$ cat src/rtl/imm_ext_arbiter.sv
// Round-robin shared 16->32 immediate extender with a single registered output slot.
// Build option: define IMM_EXT_ERR_EN to flag reserved mode 11 via out_err (else it sign-extends).
module imm_ext_arbiter #(
    parameter int unsigned IMM_W  = 16,
    parameter int unsigned DATA_W = 32
) (
    input  logic              clk,
    input  logic              rst,
    input  logic              req0_valid,
    output logic              req0_ready,
    input  logic [IMM_W-1:0]  req0_imm,
    input  logic [1:0]        req0_mode,
    input  logic              req1_valid,
    output logic              req1_ready,
    input  logic [IMM_W-1:0]  req1_imm,
    input  logic [1:0]        req1_mode,
    output logic              out_valid,
    input  logic              out_ready,
    output logic [DATA_W-1:0] out_data,
    output logic              out_id,
    output logic              out_err
);

    localparam int unsigned PAD_W = DATA_W - IMM_W;

    logic              out_valid_q, out_valid_d;
    logic [DATA_W-1:0] out_data_q,  out_data_d;
    logic              out_id_q,    out_id_d;
    logic              rr_last_q,   rr_last_d;
    logic              slot_free;
    logic              grant;
    logic              accept;
    logic [IMM_W-1:0]  sel_imm;
    logic [1:0]        sel_mode;
    logic [DATA_W-1:0] ext_data;
    logic              ext_err;

    // Arbitration: contention goes to the requester not served last.
    always_comb begin
        slot_free  = !out_valid_q || out_ready;
        grant      = req1_valid && (!req0_valid || !rr_last_q);
        req0_ready = slot_free && req0_valid && !grant;
        req1_ready = slot_free && req1_valid && grant;
        accept     = req0_ready || req1_ready;
        sel_imm    = grant ? req1_imm  : req0_imm;
        sel_mode   = grant ? req1_mode : req0_mode;
    end

    // Immediate extension for the granted request.
    always_comb begin
        ext_data = {{PAD_W{sel_imm[IMM_W-1]}}, sel_imm};
        ext_err  = 1'b0;
        case (sel_mode)
            2'b01: ext_data = {{PAD_W{1'b0}}, sel_imm};
            2'b10: ext_data = {sel_imm, {PAD_W{1'b0}}};
`ifdef IMM_EXT_ERR_EN
            2'b11: begin
                ext_data = '0;
                ext_err  = 1'b1;
            end
`endif
            default: ;
        endcase
    end

    // Output slot: a drain clears valid, an accept (re)fills it on the same edge.
    always_comb begin
        out_valid_d = out_valid_q && !out_ready;
        out_data_d  = out_data_q;
        out_id_d    = out_id_q;
        rr_last_d   = rr_last_q;
        if (accept) begin
            out_valid_d = 1'b1;
            out_data_d  = ext_data;
            out_id_d    = grant;
            rr_last_d   = grant;
        end
    end

    always_ff @(posedge clk) begin
        if (rst) begin
            out_valid_q <= 1'b0;
            out_data_q  <= '0;
            out_id_q    <= 1'b0;
            rr_last_q   <= 1'b1;
        end else begin
            out_valid_q <= out_valid_d;
            out_data_q  <= out_data_d;
            out_id_q    <= out_id_d;
            rr_last_q   <= rr_last_d;
        end
    end

`ifdef IMM_EXT_ERR_EN
    logic out_err_q, out_err_d;

    always_comb begin
        out_err_d = out_err_q;
        if (accept) out_err_d = ext_err;
    end

    always_ff @(posedge clk) begin
        if (rst) out_err_q <= 1'b0;
        else     out_err_q <= out_err_d;
    end

    assign out_err = out_err_q;
`else
    assign out_err = 1'b0;
`endif

    assign out_valid = out_valid_q;
    assign out_data  = out_data_q;
    assign out_id    = out_id_q;

endmodule

$ cat config.mk
export PLATFORM = sky130hd
export DESIGN_NAME = imm_ext_arbiter
export DESIGN_NICKNAME = d
export VERILOG_FILES = /design/src/rtl/imm_ext_arbiter.sv
export SDC_FILE = /design/constraint.sdc
export NUM_CORES = 1
export LEC_CHECK = 0
export ABC_AREA = 1
export BUFFER_PORTS_ARGS = -buffer_cell sky130_fd_sc_hd__clkbuf_2
export CAP_MARGIN = 30
export CORE_MARGIN = 2
export CORE_UTILIZATION = 38
export CTS_CLUSTER_DIAMETER = 150
export DETAILED_ROUTE_END_ITERATION = 8
export GPL_ROUTABILITY_DRIVEN = 0
export HOLD_SLACK_MARGIN = 0.12
export SYNTH_ARGS = -nofsm -noshare
export SYNTH_HDL_FRONTEND = slang
export SYNTH_SLANG_ARGS = --single-unit
$ cat constraint.sdc
create_clock -name clk -period 5 [get_ports clk]
set_clock_uncertainty 0.1 [all_clocks]
set_input_delay 1.5 -clock clk [delete_from_list [all_inputs] [get_ports clk]]
set_output_delay 1.5 -clock clk [all_outputs]
set_load 0.005 [all_outputs]
==> impl_metrics.tcl <==
set metrics [dict create \
    status "finished, final reports clean" \
    yosys-mux-area-fraction 0 \
    worst_ep_required_time_ns 3.40 \
    arrival_ns 2.49 \
    drtAntennaViolNets 0 \
    power.density_nw_per_um2 309 \
    critPathKind "input port to output pin" \
    numClockSinks 35 \
    die_w_um 81.6 \
    synth-adder-area-share 0.0109 \
    finalWirelength_um 5670 \
    fin_setup_tns_ns 0 \
    hold_viol_final 0 \
    port-buffer-count 76 \
    cts_hold_buf 0 \
    rsz0062_at_grt "false" \
    hold_path.class "flip-flop to flip-flop" \
    syn_area_per_cell_sq_um 6.07 \
    synth_edf_count 0 \
    p_leak_nw 1.64 \
    place_ws_ns 0.884 \
    syn_to_final_growth_pct 20.2 \
    finalCriticalPeriod_ns 4.09 \
    netlist_instances 377 \
    slew_headroom 0.419 \
    cts_resized 0 \
    num_antenna_cells 0 \
    coreArea_sq_um 5890 \
    min-delay-start "out_data[0]$_SDFFE_PP0P_" \
    cts_htree_levels 2 \
    numCtsBuffers 5 \
    r2r_start "rr_last_q$_SDFFE_PP1P_" \
    setup_violations 0 \
    ios 78 \
    ir_worst_vdd_mv 0.134 \
    route.detailed.drc 0 \
    path_max_fanout 36 \
    endpoint_kind "output pin" \
    clk_latency_ns 0.29 \
    nFillCells 619 \
    finalNonFillerCells 514 \
    final_nets 481 \
    maxSlewViolCount 0 \
    critPathLaunchType "input port" \
    yosysMostFrequentCell "nand2_1" \
    placed_cells 506 \
    initial_core_util 0.389 \
    grt_first_pass_wirelength_um 8830 \
    yosysSeqAreaShare 0.306 \
    synthFlopType "dfxtp_1" \
    synth-simple-area-share 0.416 \
    critPathLaunch "req0_valid" \
    yosysWarnings 0 \
    postCtsSetupRepairBufs 0 \
    clk_pin_slew_worst_paths_ns 0.08 \
    synth_top_area_cell "dfxtp_1" \
    grt_pass1_vias 1860 \
    die-area_sq_um 6660 \
    setup_ws_ns 0.908 \
    maxCapViolCount 0 \
    die_h_um 81.6 \
    period_share 0.818 \
    dr.first_iter.drc_count 78 \
    clock_path_buffers 2 \
    ys_ff_latch 35 \
    synthXorXnorAreaFrac 0 \
    synth_top_family_by_area "simple AND/OR/NAND/NOR gates" \
    cts_tree "built" \
    drive_above_1_share 0.223 \
    netlist_top_cells_count "nand2_1 (100), nand3_1 (92), inv_1 (75), dfxtp_1 (35), a21oi_1 (18)" \
    gr-total-overflow 0 \
    clock-root-buffer "clkbuf_8" \
    drtPass1Iterations 4 \
    synth_top_area_frac 0.306 \
    synth_nets 420 \
    via_per_inst 4.40 \
    dr_total_vias 2261 \
    ys_async_sr_fraction 0 \
    ys_types 22 \
    row_count 28 \
    synth-compound-area-share 0.0503 \
    hpwl_um 4210 \
    track_usage 0.172 \
    antenna_found_initial 0 \
    yosys-top-cells-area "dfxtp_1 (31%), nand3_1 (20%), nand2_1 (16%)" \
    syn-cell-area_sq_um 2290 \
    worstMarginPinSlew_ns 0.869 \
    grt_start_max_net_pins 37 \
    fmax_ghz 0.244 \
    post_drt_wl_per_cell_um 11.0 \
]
where the power goes:
part / switching (mW) / internal [mW]
Clock: 0.109 / 0.199
Combinational: 0.135 / 0.0860
Sequential: 0.0147 / 0.308
path summary, 6_finish.rpt:
| check | to | slack, ns | depth (start not counted) |
|---|---|---|---|
| worst max-delay path | req1_ready | 0.91 | 5 |
| worst min-delay path | out_data[0]$_SDFFE_PP0P_ | 0.36 | 2 |
| worst max register to register | out_data[16]$_SDFFE_PP0P_ | 2.16 | 10 |
| worst min register to register | out_data[0]$_SDFFE_PP0P_ | 0.36 | 2 |
registers in the layout (all words and copies together) (netlist names):
name / count
out_valid: 1
out_data: 32
rr_last_q: 1
out_id: 1
routing by layer:
layer,GRT usage,share of wire,vias up
li1,-,-,1261
met1,0.249,0.50,930
met2,0.248,0.43,64
met3,0.0495,0.066,6
met4,0.0450,0.0095,0
met5,0,0,-
layout by cell type (no fill, tap or decap):
| master | instances |
|---|---|
| a21oi_1 | 18 |
| buf_4 | 3 |
| bufinv_16 | 2 |
| clkbuf_2 | 76 |
| clkbuf_8 | 5 |
| clkinv_1 | 9 |
| clkinvlp_4 | 1 |
| conb_1 | 1 |
| dfxtp_1 | 35 |
| ha_1 | 2 |
| inv_1 | 75 |
| inv_2 | 2 |
| nand2_1 | 100 |
| nand2_2 | 2 |
| nand2_4 | 2 |
| nand3_1 | 92 |
| nand3_2 | 1 |
| nand3_4 | 1 |
| nor2_1 | 4 |
| nor2_4 | 1 |
| nor2_8 | 1 |
| o21ai_0 | 5 |
| or2_2 | 1 |
kinds of logic (layout without fill, tap and decap cells):
kind of cell,after synthesis,count (layout)
simple gates,205,205
other cells,1,1
compound gates,23,23
fa+ha+maj,2,2
flops,35,35
buf+inv,111,173
per-stage QoR:
stage	util	total power [mW]	hold WS (ns)	area, sq um
4_1_cts	0.467	0.863	0.368	2750
3_3_place_gp	0.444	0.549	0.348	2620
6_report	0.467	0.851	0.364	2750
2_1_floorplan	-	0.490	0.349	2290
3_5_place_dp	0.444	0.551	0.356	2620
5_1_grt	0.467	0.907	0.380	2750
layout make-up:
class | count | area [sq um] | share of cell area
Sequential cell | 35 | 701 | 0.255
Tap cell | 75 | 93.8 | 0.0341
Clock buffer | 5 | 68.8 | 0.0250
Inverter | 86 | 323 | 0.117
Clock inverter | 3 | 67.6 | 0.0246
Timing Repair Buffer | 79 | 403 | 0.146
Multi-Input combinational cell | 231 | 1090 | 0.398
worst max-delay path: stages:
cell and delay [ns]:
clkbuf_2 0.10, nand2_2 0.24, nand2_4 0.27, nor2_4 0.23, clkbuf_2 0.14
Note: power is estimated with default switching activity, not from simulation.
